<file path="config.mk">
export PLATFORM = sky130hd
export DESIGN_NAME = user_rom_arbiter
export DESIGN_NICKNAME = d
export VERILOG_FILES = /design/src/rtl/user_rom_arbiter.sv
export SDC_FILE = /design/constraint.sdc
export NUM_CORES = 1
export LEC_CHECK = 0
export BUFFER_PORTS_ARGS = -buffer_cell sky130_fd_sc_hd__buf_2
export CAP_MARGIN = 5
export CORE_AREA = 4 4 124 126
export CTS_CLUSTER_DIAMETER = 150
export DETAILED_ROUTE_END_ITERATION = 10
export DIE_AREA = 0 0 128 130
export SETUP_SLACK_MARGIN = 0.05
export SLEW_MARGIN = 20
export SYNTH_ARGS = -nofsm -noshare
export SYNTH_HDL_FRONTEND = slang
export SYNTH_SLANG_ARGS = --single-unit
</file>
<file path="constraint.sdc">
create_clock -name clk_i -period 1.9 [get_ports clk_i]
set_input_delay 0.38 -clock clk_i [delete_from_list [all_inputs] [get_ports clk_i]]
set_output_delay 0.38 -clock clk_i [all_outputs]
set_load 0.05 [all_outputs]
</file>
<file path="src/rtl/user_rom_arbiter.sv">
// Round-robin OBI arbiter sharing one user-domain subordinate (typically the user ROM) among
// NumReq managers; an in-order routing FIFO steers each response back to its issuer.

package obi_pkg;

    localparam int unsigned ObiAddrWidth = 32;
    localparam int unsigned ObiDataWidth = 32;
    localparam int unsigned ObiIdWidth   = 1;

    typedef struct packed {
        int unsigned AddrWidth;
        int unsigned DataWidth;
        int unsigned IdWidth;
    } obi_cfg_t;

    localparam obi_cfg_t ObiDefaultConfig = '{
        AddrWidth: ObiAddrWidth,
        DataWidth: ObiDataWidth,
        IdWidth:   ObiIdWidth
    };

    typedef struct packed {
        logic [ObiAddrWidth-1:0]   addr;
        logic                      we;
        logic [ObiDataWidth/8-1:0] be;
        logic [ObiDataWidth-1:0]   wdata;
        logic [ObiIdWidth-1:0]     aid;
    } obi_a_chan_t;

    typedef struct packed {
        logic        req;
        obi_a_chan_t a;
    } obi_req_t;

    typedef struct packed {
        logic [ObiDataWidth-1:0] rdata;
        logic [ObiIdWidth-1:0]   rid;
        logic                    err;
    } obi_r_chan_t;

    typedef struct packed {
        logic        gnt;
        logic        rvalid;
        obi_r_chan_t r;
    } obi_rsp_t;

endpackage

module user_rom_arbiter #(
    parameter obi_pkg::obi_cfg_t ObiCfg    = obi_pkg::ObiDefaultConfig,
    parameter type               obi_req_t = obi_pkg::obi_req_t,
    parameter type               obi_rsp_t = obi_pkg::obi_rsp_t,
    parameter int unsigned       NumReq    = 2,
    parameter int unsigned       MaxTxn    = 2
) (
    input  logic                  clk_i,
    input  logic                  rst_i,
    input  obi_req_t [NumReq-1:0] mgr_req_i,
    output obi_rsp_t [NumReq-1:0] mgr_rsp_o,
    output obi_req_t              sbr_req_o,
    input  obi_rsp_t              sbr_rsp_i,
    output logic                  busy_o,
    output logic                  spurious_o
);

    localparam int unsigned PtrW  = $clog2(NumReq);
    localparam int unsigned FptrW = (MaxTxn > 1) ? $clog2(MaxTxn) : 1;
    localparam int unsigned CntW  = $clog2(MaxTxn + 1);

    typedef logic [PtrW-1:0] idx_t;

    if (NumReq < 2 || NumReq > 8) begin : gen_bad_numreq
        $error("user_rom_arbiter: NumReq must be in 2..8");
    end
    if (MaxTxn < 1) begin : gen_bad_maxtxn
        $error("user_rom_arbiter: MaxTxn must be at least 1");
    end
    if ($bits(sbr_rsp_i.r.rdata) != ObiCfg.DataWidth) begin : gen_bad_cfg
        $error("user_rom_arbiter: response type does not match ObiCfg.DataWidth");
    end

    function automatic idx_t rr_idx(input idx_t base, input int unsigned off);
        int unsigned sum;
        sum = 32'(base) + off;
        if (sum >= NumReq) begin
            sum = sum - NumReq;
        end
        return idx_t'(sum);
    endfunction

    function automatic logic [FptrW-1:0] fifo_inc(input logic [FptrW-1:0] p);
        return (32'(p) == MaxTxn - 1) ? '0 : p + 1'b1;
    endfunction

    idx_t             ptr_q, ptr_d;
    idx_t             fifo_q [MaxTxn];
    logic [FptrW-1:0] wr_q, wr_d, rd_q, rd_d;
    logic [CntW-1:0]  cnt_q, cnt_d;
    logic             spurious_q, spurious_d;

    logic fifo_empty, fifo_full, pop, push, arb_en, win_valid;
    idx_t win_idx, head;

    assign fifo_empty = (cnt_q == '0);
    assign fifo_full  = (cnt_q == CntW'(MaxTxn));
    assign head       = fifo_q[rd_q];

    // Outputs are gated by reset so nothing leaks to managers or the subordinate while it is held.
    assign pop    = !rst_i && sbr_rsp_i.rvalid && !fifo_empty;
    assign arb_en = !rst_i && (!fifo_full || pop);
    assign push   = sbr_req_o.req && sbr_rsp_i.gnt;

    // NOTE: every always_comb output gets a default before any branch, so no latch is inferred.
    always_comb begin
        win_valid = 1'b0;
        win_idx   = '0;
        for (int unsigned k = 0; k < NumReq; k++) begin
            if (!win_valid && mgr_req_i[rr_idx(ptr_q, k)].req) begin
                win_valid = 1'b1;
                win_idx   = rr_idx(ptr_q, k);
            end
        end
    end

    always_comb begin
        sbr_req_o = '0;
        if (arb_en && win_valid) begin
            sbr_req_o = mgr_req_i[win_idx];
        end
    end

    always_comb begin
        for (int unsigned i = 0; i < NumReq; i++) begin
            mgr_rsp_o[i] = '0;
            if (sbr_req_o.req && win_idx == idx_t'(i)) begin
                mgr_rsp_o[i].gnt = sbr_rsp_i.gnt;
            end
            if (pop && head == idx_t'(i)) begin
                mgr_rsp_o[i].rvalid = 1'b1;
                mgr_rsp_o[i].r      = sbr_rsp_i.r;
            end
        end
    end

    always_comb begin
        ptr_d      = ptr_q;
        wr_d       = wr_q;
        rd_d       = rd_q;
        cnt_d      = cnt_q;
        spurious_d = sbr_rsp_i.rvalid && fifo_empty;
        if (push) begin
            ptr_d = rr_idx(win_idx, 1);
            wr_d  = fifo_inc(wr_q);
        end
        if (pop) begin
            rd_d = fifo_inc(rd_q);
        end
        case ({push, pop})
            2'b10:   cnt_d = cnt_q + 1'b1;
            2'b01:   cnt_d = cnt_q - 1'b1;
            default: cnt_d = cnt_q;
        endcase
    end

    // NOTE: state registers use non-blocking assignments so every flop samples pre-edge values.
    always_ff @(posedge clk_i or posedge rst_i) begin
        if (rst_i) begin
            ptr_q      <= '0;
            wr_q       <= '0;
            rd_q       <= '0;
            cnt_q      <= '0;
            spurious_q <= 1'b0;
        end else begin
            ptr_q      <= ptr_d;
            wr_q       <= wr_d;
            rd_q       <= rd_d;
            cnt_q      <= cnt_d;
            spurious_q <= spurious_d;
        end
    end

    // NOTE: routing storage is not reset; a slot is only read after it was written, guarded by cnt_q.
    always_ff @(posedge clk_i) begin
        if (push) begin
            fifo_q[wr_q] <= win_idx;
        end
    end

    assign busy_o     = !fifo_empty;
    assign spurious_o = spurious_q;

endmodule

</file>
After elaboration in Yosys (flattened, before gate mapping)
Memories as Yosys holds them, arrays and structs flattened.
Index checks and enable logic that the tools add are counted.

word-level totals
  logic and storage cells = 67
  memories kept = 1
  register bits after elaboration = 6
  bits of input ports = 180
  output and inout port bits = 145
  RAM bits = 2

cells by class
  muxes and demuxes = 23
  magnitude comparators = 6
  bitwise operators = 2
  add/subtract/negate cells = 9
  reduce and logical (&&, ||, !) cells = 18
  equality and inequality tests = 3

memories
  memory  words  bits a word  rd ports  clocked after Yosys merged registers in  write ports  RTL line  RTL
  fifo_q  2      1            1         0                                        1            96        idx_t fifo_q [MaxTxn];

operator list
  operator             count
  $mux 71              7
  $mux 35              2
  $mux 1               13
  $logic_and 1x1->1    11
  $lt 1x2->1 const B   3
  $add 1x1->2 const B  2
  $eq 2x2->1 const B   2
  $ge 2x2->1 const B   2
  $logic_not 1->1      4
  $pmux 2 s2           1
  $sub 1x1->1 const B  3
  $add 1x1->1 const B  2
  $add 2x1->2 const B  1
  $eq 2x1->1 const B   1
  $ge 1x2->1 const B   1
  $logic_not 2->1      1
  $not 1->1            2
  $reduce_bool 2->1    1
  $sub 2x1->2 const B  1
  $logic_or 1x1->1     1

Longest topological paths before layout
Gate-level depths: netlist of run 1.

  depth in word-level cells = 14
  depth in mapped cells = 8
  mapped depth without buffers = 6

Worst setup path before layout of run 1
Ideal clock, no wire load.

  path kind = input to output
  start point = input port mgr_req_i[141] in the netlist's numbering
  end point = output port mgr_rsp_o[71] in the netlist's numbering
  cell stages on the path = 4
  slack = -0.462 ns
  buffers on the path = 1
  data arrival time = 1.982 ns
  data required time = 1.520 ns
  cells stage by stage = buf_2 o21ba_2 nand3_1 nor3_1

RTL lines
  element          RTL line  RTL
  start, declared  58        input obi_req_t [NumReq-1:0] mgr_req_i,
  end, declared    59        output obi_rsp_t [NumReq-1:0] mgr_rsp_o,

==> flow_summary.json, run 1 <==
{
  "final_cell_mix": "buf_2 (181), buf_6 (101), and3_4 (70), nand3b_1 (70), a21oi_4 (70)",
  "die_area_um2": 16600,
  "gp_routability_congestion": 0.857,
  "rsz0062_at_grt": "true",
  "synthCells": 367,
  "endpoint_kind": "primary output",
  "rows": 44,
  "io_buffers": 324,
  "finalHoldViolCount": 0,
  "synth.area.top_cells": "nand3b_1 (22%), and3_1 (18%), a21oi_1 (15%)",
  "numPlacedInstances": 859,
  "cts_sinks": 8,
  "vias": 4387,
  "crit_path_top_delay_cell": "dfrtp_1",
  "grt-ovfl-total": 0,
  "cts_buffers": 3,
  "cts_tree": "done",
  "dr.pass1.iters": 5,
  "dp_hpwl_mm": 11.0,
  "fill_cells": 1304,
  "crit_arrival_ps": 1700,
  "ys_seq_area_share_pct": 8.94,
  "hold_class": "input port to asynchronous set/reset pin",
  "drive_above_1_share_pct": 77.2,
  "violations": "negative setup slack",
  "crit_buf_inv": 3,
  "max_slew_margin_pct": 74.2,
  "drc": 0,
  "powerDensity_nw_per_um2": 747,
  "syn-cell-area_um2": 2350,
  "root_buffer": "clkbuf_16",
  "die_width_um": 128,
  "report.final.slew_viol_count": 0,
  "ys_ff_latch": 8,
  "worstPathRequired_ps": 1520,
  "antenna_found_initial": 6,
  "vdd_drop_max_mv": 0.342,
  "final_nets": 889,
  "track_usage_pct": 16.4,
  "fin_cells": 897,
  "syn-num-nets": 548,
  "drt-initial-drc-count": 146,
  "setup_viol": 144,
  "period_share_pct": 110,
  "final_common_cell": "buf_2",
  "drt-total-wl_mm": 17.6,
  "grt_max_degree": 40,
  "num_io_pins": 325,
  "cts_buffer_depth": 2,
  "synthDominantCellAreaShare_pct": 22.3,
  "grt_pass1_wl_mm": 22.1,
  "yosysWarnings": 0,
  "period_minus_slack_ps": 2080,
  "cp_cell_sequence": "buf_6 > or2_4 > and3_4 > buf_16 > and3_4 > buf_6",
  "crit_fanout": 17,
  "initial_utilization_pct": 16.4,
  "h-tree-depth": 1,
  "cpLargestDelayFamily": "simple AND/OR/NAND/NOR gates",
  "synth_cell_type_count": 30,
  "syn2layout_area_growth_pct": 207,
  "place_ws_ps": -127,
  "clock_skew_ps": 0.899,
  "reg2reg_slack_ps": -40,
  "critical_path_class": "flip-flop to primary output",
  "worst_slack_ps": -181,
  "insertion_delay_ps": 230,
  "avgSynthCellArea_um2": 6.41,
  "maxCapViolations": 0,
  "start_kind": "flip-flop",
  "cpPeakStageDelay_ps": 390,
  "cts_hold_buf": 0,
  "status": "finished, violations left",
  "tns_ps": -18220,
  "grt_pass1_vias": 4150,
  "ant_nets": 0,
  "yosysTopAreaCell": "nand3b_1",
  "p_leak_nw": 2.99,
  "max_freq_mhz": 481,
  "vias_per_cell": 4.89,
  "clk_pin_slew_ps": 40,
  "worst_pin_slew_ps": 383,
  "fp.dieH_um": 130,
  "wl_per_cell_um": 19.6,
  "core-area_um2": 14300
}
## flip-flops by register name, summed over array words and instances (netlist names)
signal      cells
wr_q            1
rd_q            1
fifo_q          2
cnt_q           2
spurious_o      1
ptr_q           1
## cell type report
class	count	area, um^2	share of cell area [%]
diodes	6	15.0	0.208
clock buffers	4	78.8	1.09
flip-flops and latches	8	210	2.91
repair buffers	385	3600	49.9
well taps	184	230	3.18
inverters	4	15.0	0.208
multi-input cells	306	3080	42.5
## final timing paths
kind / from / endpoint / depth (start not counted)
setup / recovery: cnt_q[1] / mgr_rsp_o[48] / 6
hold / removal: rst_i / rd_q / 4
setup reg to reg: cnt_q[1] / cnt_q[1] / 9
hold reg to reg: wr_q / wr_q / 1
max in group asynchronous: rst_i / spurious_o / 4
min in group clk_i: sbr_rsp_i[35] / ptr_q / 2
## report_power, final
part | switching, mW | internal, mW | total (mW) | leakage [nW]
sequential | 0.0532 | 0.242 | 0.295 | 0.0892
combinational | 2.67 | 2.06 | 4.73 | 2.87
clock | 0.0911 | 0.280 | 0.372 | 0.0382
## cell families (layout without fill, tap and decap cells)
logic type      count (synthesis)  count (layout)  synth area share [%]
simple gates                  153             155                  44.3
flops                           8               8                  8.94
mux                             2               2                 0.904
buf+inv                        55             393                  12.7
compound gates                143             143                  30.7
xor+xnor                        5               5                  1.86
other cells                     0               6                     0
fa+ha+maj                       1               1                 0.532
## stage by stage
step | total power [mW] | utilization (%) | instance area (um^2) | hold WS, ps
floorplan | 2.87 | - | 3460 | 179
global placement | 3.73 | 38.3 | 5490 | 491
detailed placement | 3.74 | 38.3 | 5490 | 493
CTS | 4.75 | 45.8 | 6560 | 292
global route | 5.62 | 50.5 | 7230 | 361
finish | 5.40 | 50.5 | 7230 | 325
## cells in the mapped netlist
cell type	number
nand2_2	1
xnor2_1	3
buf_2	2
and3_4	1
a31oi_1	2
nor3_1	1
or2_4	1
clkbuf_1	30
dfrtp_1	6
o21ba_2	1
nor2b_2	1
xor2_1	2
inv_2	2
or3b_1	1
buf_4	8
a21oi_1	70
o21ai_0	69
nand3b_1	70
nor2_1	5
inv_1	2
and2_1	2
and3_1	69
mux2_2	1
buf_6	8
ha_1	1
edfxtp_1	2
nand3_1	1
o21ai_1	1
buf_1	3
mux2i_1	1
## worst register-to-register path, delay by kind of cell, from the launching register on
kind	cells	cell delay, ps
buffers and inverters	3	450
xor gates and xnor gates	2	280
DFF	1	390
adders and majority gates	1	160
and+or+nand+nor	3	590
## what timing repair did
action,CTS,global route
resized for setup,302,115
setup endpoints to repair,144,144
hold endpoints to repair,0,0
cloned,5,13
pin swaps,13,35
buffers inserted,3,7
## metal layers
| metal | wire (um) | GRT usage, % | vias to the layer above |
|---|---|---|---|
| li1 | - | - | 2047 |
| met1 | 6480 | 18.1 | 2072 |
| met2 | 9170 | 30.8 | 238 |
| met3 | 1480 | 4.42 | 30 |
| met4 | 488 | 4.49 | 0 |
| met5 | 0 | 0 | - |
No activity file was read; power rests on OpenSTA's default activity.
==> run 2, diff against run 1 <==
ABC_AREA = 1   (was not set)
CORE_AREA = 4 4 125 127   (was 4 4 124 126)
DIE_AREA = 0 0 129 131   (was 0 0 128 130)
==> flow_summary.json, run 2 <==
{
  "crit_start": "ptr_q",
  "p_leak_nw": 3.20,
  "grt-ovfl-total": 0,
  "status": "finished, violations left",
  "num_io_pins": 325,
  "dp_hpwl_mm": 10.7,
  "use_met2_pct": 29.5,
  "die_width_um": 129,
  "critical_path_class": "flip-flop to primary output",
  "io_buffers": 324,
  "max_slew_margin_pct": 81.6,
  "yosysWarnings": 0,
  "maxCapViolations": 0,
  "finalPower_mw": 5.05,
  "hold_class": "input port to asynchronous set/reset pin",
  "reg2reg_to": "cnt_q[1]",
  "cts_hold_buf": 0,
  "core-area_um2": 14400,
  "worst-r2r-cell-count": 8,
  "antenna_found_initial": 0,
  "vias": 4059,
  "synthDominantCellAreaShare_pct": 14.8,
  "synth.area.top_cells": "nand3_1 (15%), nor2_4 (15%), a21oi_2 (14%)",
  "h-tree-depth": 1,
  "setup_viol": 47,
  "start_kind": "flip-flop",
  "post-route-util_pct": 46.6,
  "violations": "negative setup slack",
  "syn-cell-area_um2": 2470,
  "worst_slack_ps": -79.9,
  "synth_fa_ha_area_share_pct": 0.506,
  "synthMuxAreaShare_pct": 0,
  "fill_cells": 1343,
  "period_share_pct": 104,
  "use_met3_pct": 2.28,
  "antennaDiodeCount": 0,
  "powerDensity_nw_per_um2": 750,
  "synth_edf_count": 2,
  "cts_buffers": 3,
  "initial_utilization_pct": 17.1,
  "async_flop_share_pct": 75.0,
  "avgSynthCellArea_um2": 6.18,
  "r2r_start": "cnt_q[1]",
  "final_nets": 927,
  "drt-total-wl_mm": 15.2,
  "reg2reg_slack_ps": 250,
  "syn-num-nets": 581,
  "fin_cells": 929,
  "fp.dieH_um": 131,
  "numPlacedInstances": 902,
  "largestRegisters": "cnt_q: 2 flops, fifo_q: 2 flops",
  "gr-usage-met1_pct": 18.0,
  "top_usage_layer": "met2",
  "place_ws_ps": -133,
  "yosysTopAreaCell": "nand3_1",
  "crit_path_top_delay_cell": "dfrtp_1",
  "synth_most_common_cell": "nand2_1",
  "synthXorXnorAreaFrac_pct": 1.06,
  "cts_sinks": 8,
  "dr.pass1.iters": 4,
  "drc": 0,
  "ant_nets": 0,
  "drt-initial-drc-count": 86,
  "wl_per_cell_um": 16.3,
  "syn2layout_area_growth_pct": 172,
  "grt_pass1_wl_mm": 21.1,
  "clk_pin_slew_ps": 40,
  "track_usage_pct": 15.6,
  "clock_skew_ps": 1.89,
  "synthCells": 400,
  "ys_seq_area_share_pct": 8.51,
  "crit_buf_inv": 4,
  "drive_above_1_share_pct": 79.6,
  "crit_fanout": 8,
  "die_area_um2": 16900,
  "period_minus_slack_ps": 1980,
  "synthSimpleGateAreaFrac_pct": 50.4,
  "cts_buffer_depth": 2,
  "final_area_um2": 6730,
  "finalHoldViolCount": 0,
  "vias_per_cell": 4.37,
  "rsz0062_at_grt": "true",
  "grt_pass1_vias": 4068,
  "final_common_cell": "buf_2",
  "placed_cell_area_um2": 4600,
  "max_freq_mhz": 505,
  "grt_max_degree": 34,
  "cp_cell_sequence": "inv_2 > nand2_4 > nand2_8 > buf_12 > buf_16 > nand2_2 > a21oi_2 > buf_6",
  "cts_tree": "done",
  "tns_ps": -1020,
  "synthTopCellsByCount": "nand2_1 (78), nand3_1 (73), inv_1 (47)",
  "gp_routability_congestion": 0.783,
  "report.final.slew_viol_count": 0,
  "worstPathRequired_ps": 1520,
  "endpoint_kind": "primary output",
  "rows": 44,
  "cpLargestDelayFamily": "buffers and inverters",
  "insertion_delay_ps": 230,
  "synth_top_family_by_area": "simple AND/OR/NAND/NOR gates",
  "synth_compound_gate_area_share_pct": 20.6,
  "hold_slack_ps": 220,
  "worst_pin_slew_ps": 279,
  "crit_arrival_ps": 1600,
  "cpPeakStageDelay_ps": 390,
  "synth_cell_type_count": 24,
  "ys.flop_type": "dfrtp_1",
  "vdd_drop_max_mv": 0.377,
  "root_buffer": "clkbuf_16",
  "final_cell_mix": "buf_2 (183), buf_6 (116), nor2_4 (68)",
  "ys_ff_latch": 8
}
[run 2: logic make-up (layout without fill, tap and decap cells)]
family                     after synthesis  count (layout)
AOI/OAI and AO/OA                       71              71
xor gates and xnor gates                 3               3
adders and majority gates                1               1
buffers and inverters                   85             430
DFF                                      8               8
and+or+nand+nor                        232             232
[run 2: cell type report]
class                   count  area, um^2  share of cell area [%]
inverters                  50         204                    3.03
multi-input cells         307        2550                    37.9
flip-flops and latches      8         211                    3.14
clock buffers               4        78.8                    1.17
repair buffers            376        3450                    51.3
well taps                 184         230                    3.42
[run 2: what timing repair did]
item	in CTS	in global routing
gates cloned	9	1
setup buffers	7	6
resized for setup	398	88
endpoints found under the setup margin	140	142
pin swaps	28	39
[run 2: worst max path at each step]
stage                     to  slack [ps]  cells past startpoint
2_1_floorplan  sbr_req_o[23]        -190                      6
3_3_place_gp   sbr_req_o[45]        -130                      7
3_5_place_dp   sbr_req_o[45]        -130                      7
4_1_cts        sbr_req_o[50]        -100                      8
5_1_grt        sbr_req_o[53]        -150                      8
6_report       sbr_req_o[53]         -80                      8
[run 2: worst register-to-register path: cells and delay by family (launching register included)]
kind / cells / cell delay (ps)
adders and majority gates: 1 / 330
buffers and inverters: 3 / 350
DFF: 1 / 380
and+or+nand+nor: 3 / 320
xor gates and xnor gates: 1 / 150
[run 2: where the power goes]
part | leakage [nW] | internal, mW | switching [mW]
Sequential | 0.0901 | 0.244 | 0.0511
Clock | 0.0382 | 0.280 | 0.0862
Combinational | 3.07 | 1.70 | 2.68
[run 2: metal layers]
layer,vias up,wire length [um]
met4,0,312
met1,1846,5540
met3,18,1170
met5,-,0
met2,219,8150
li1,1976,-
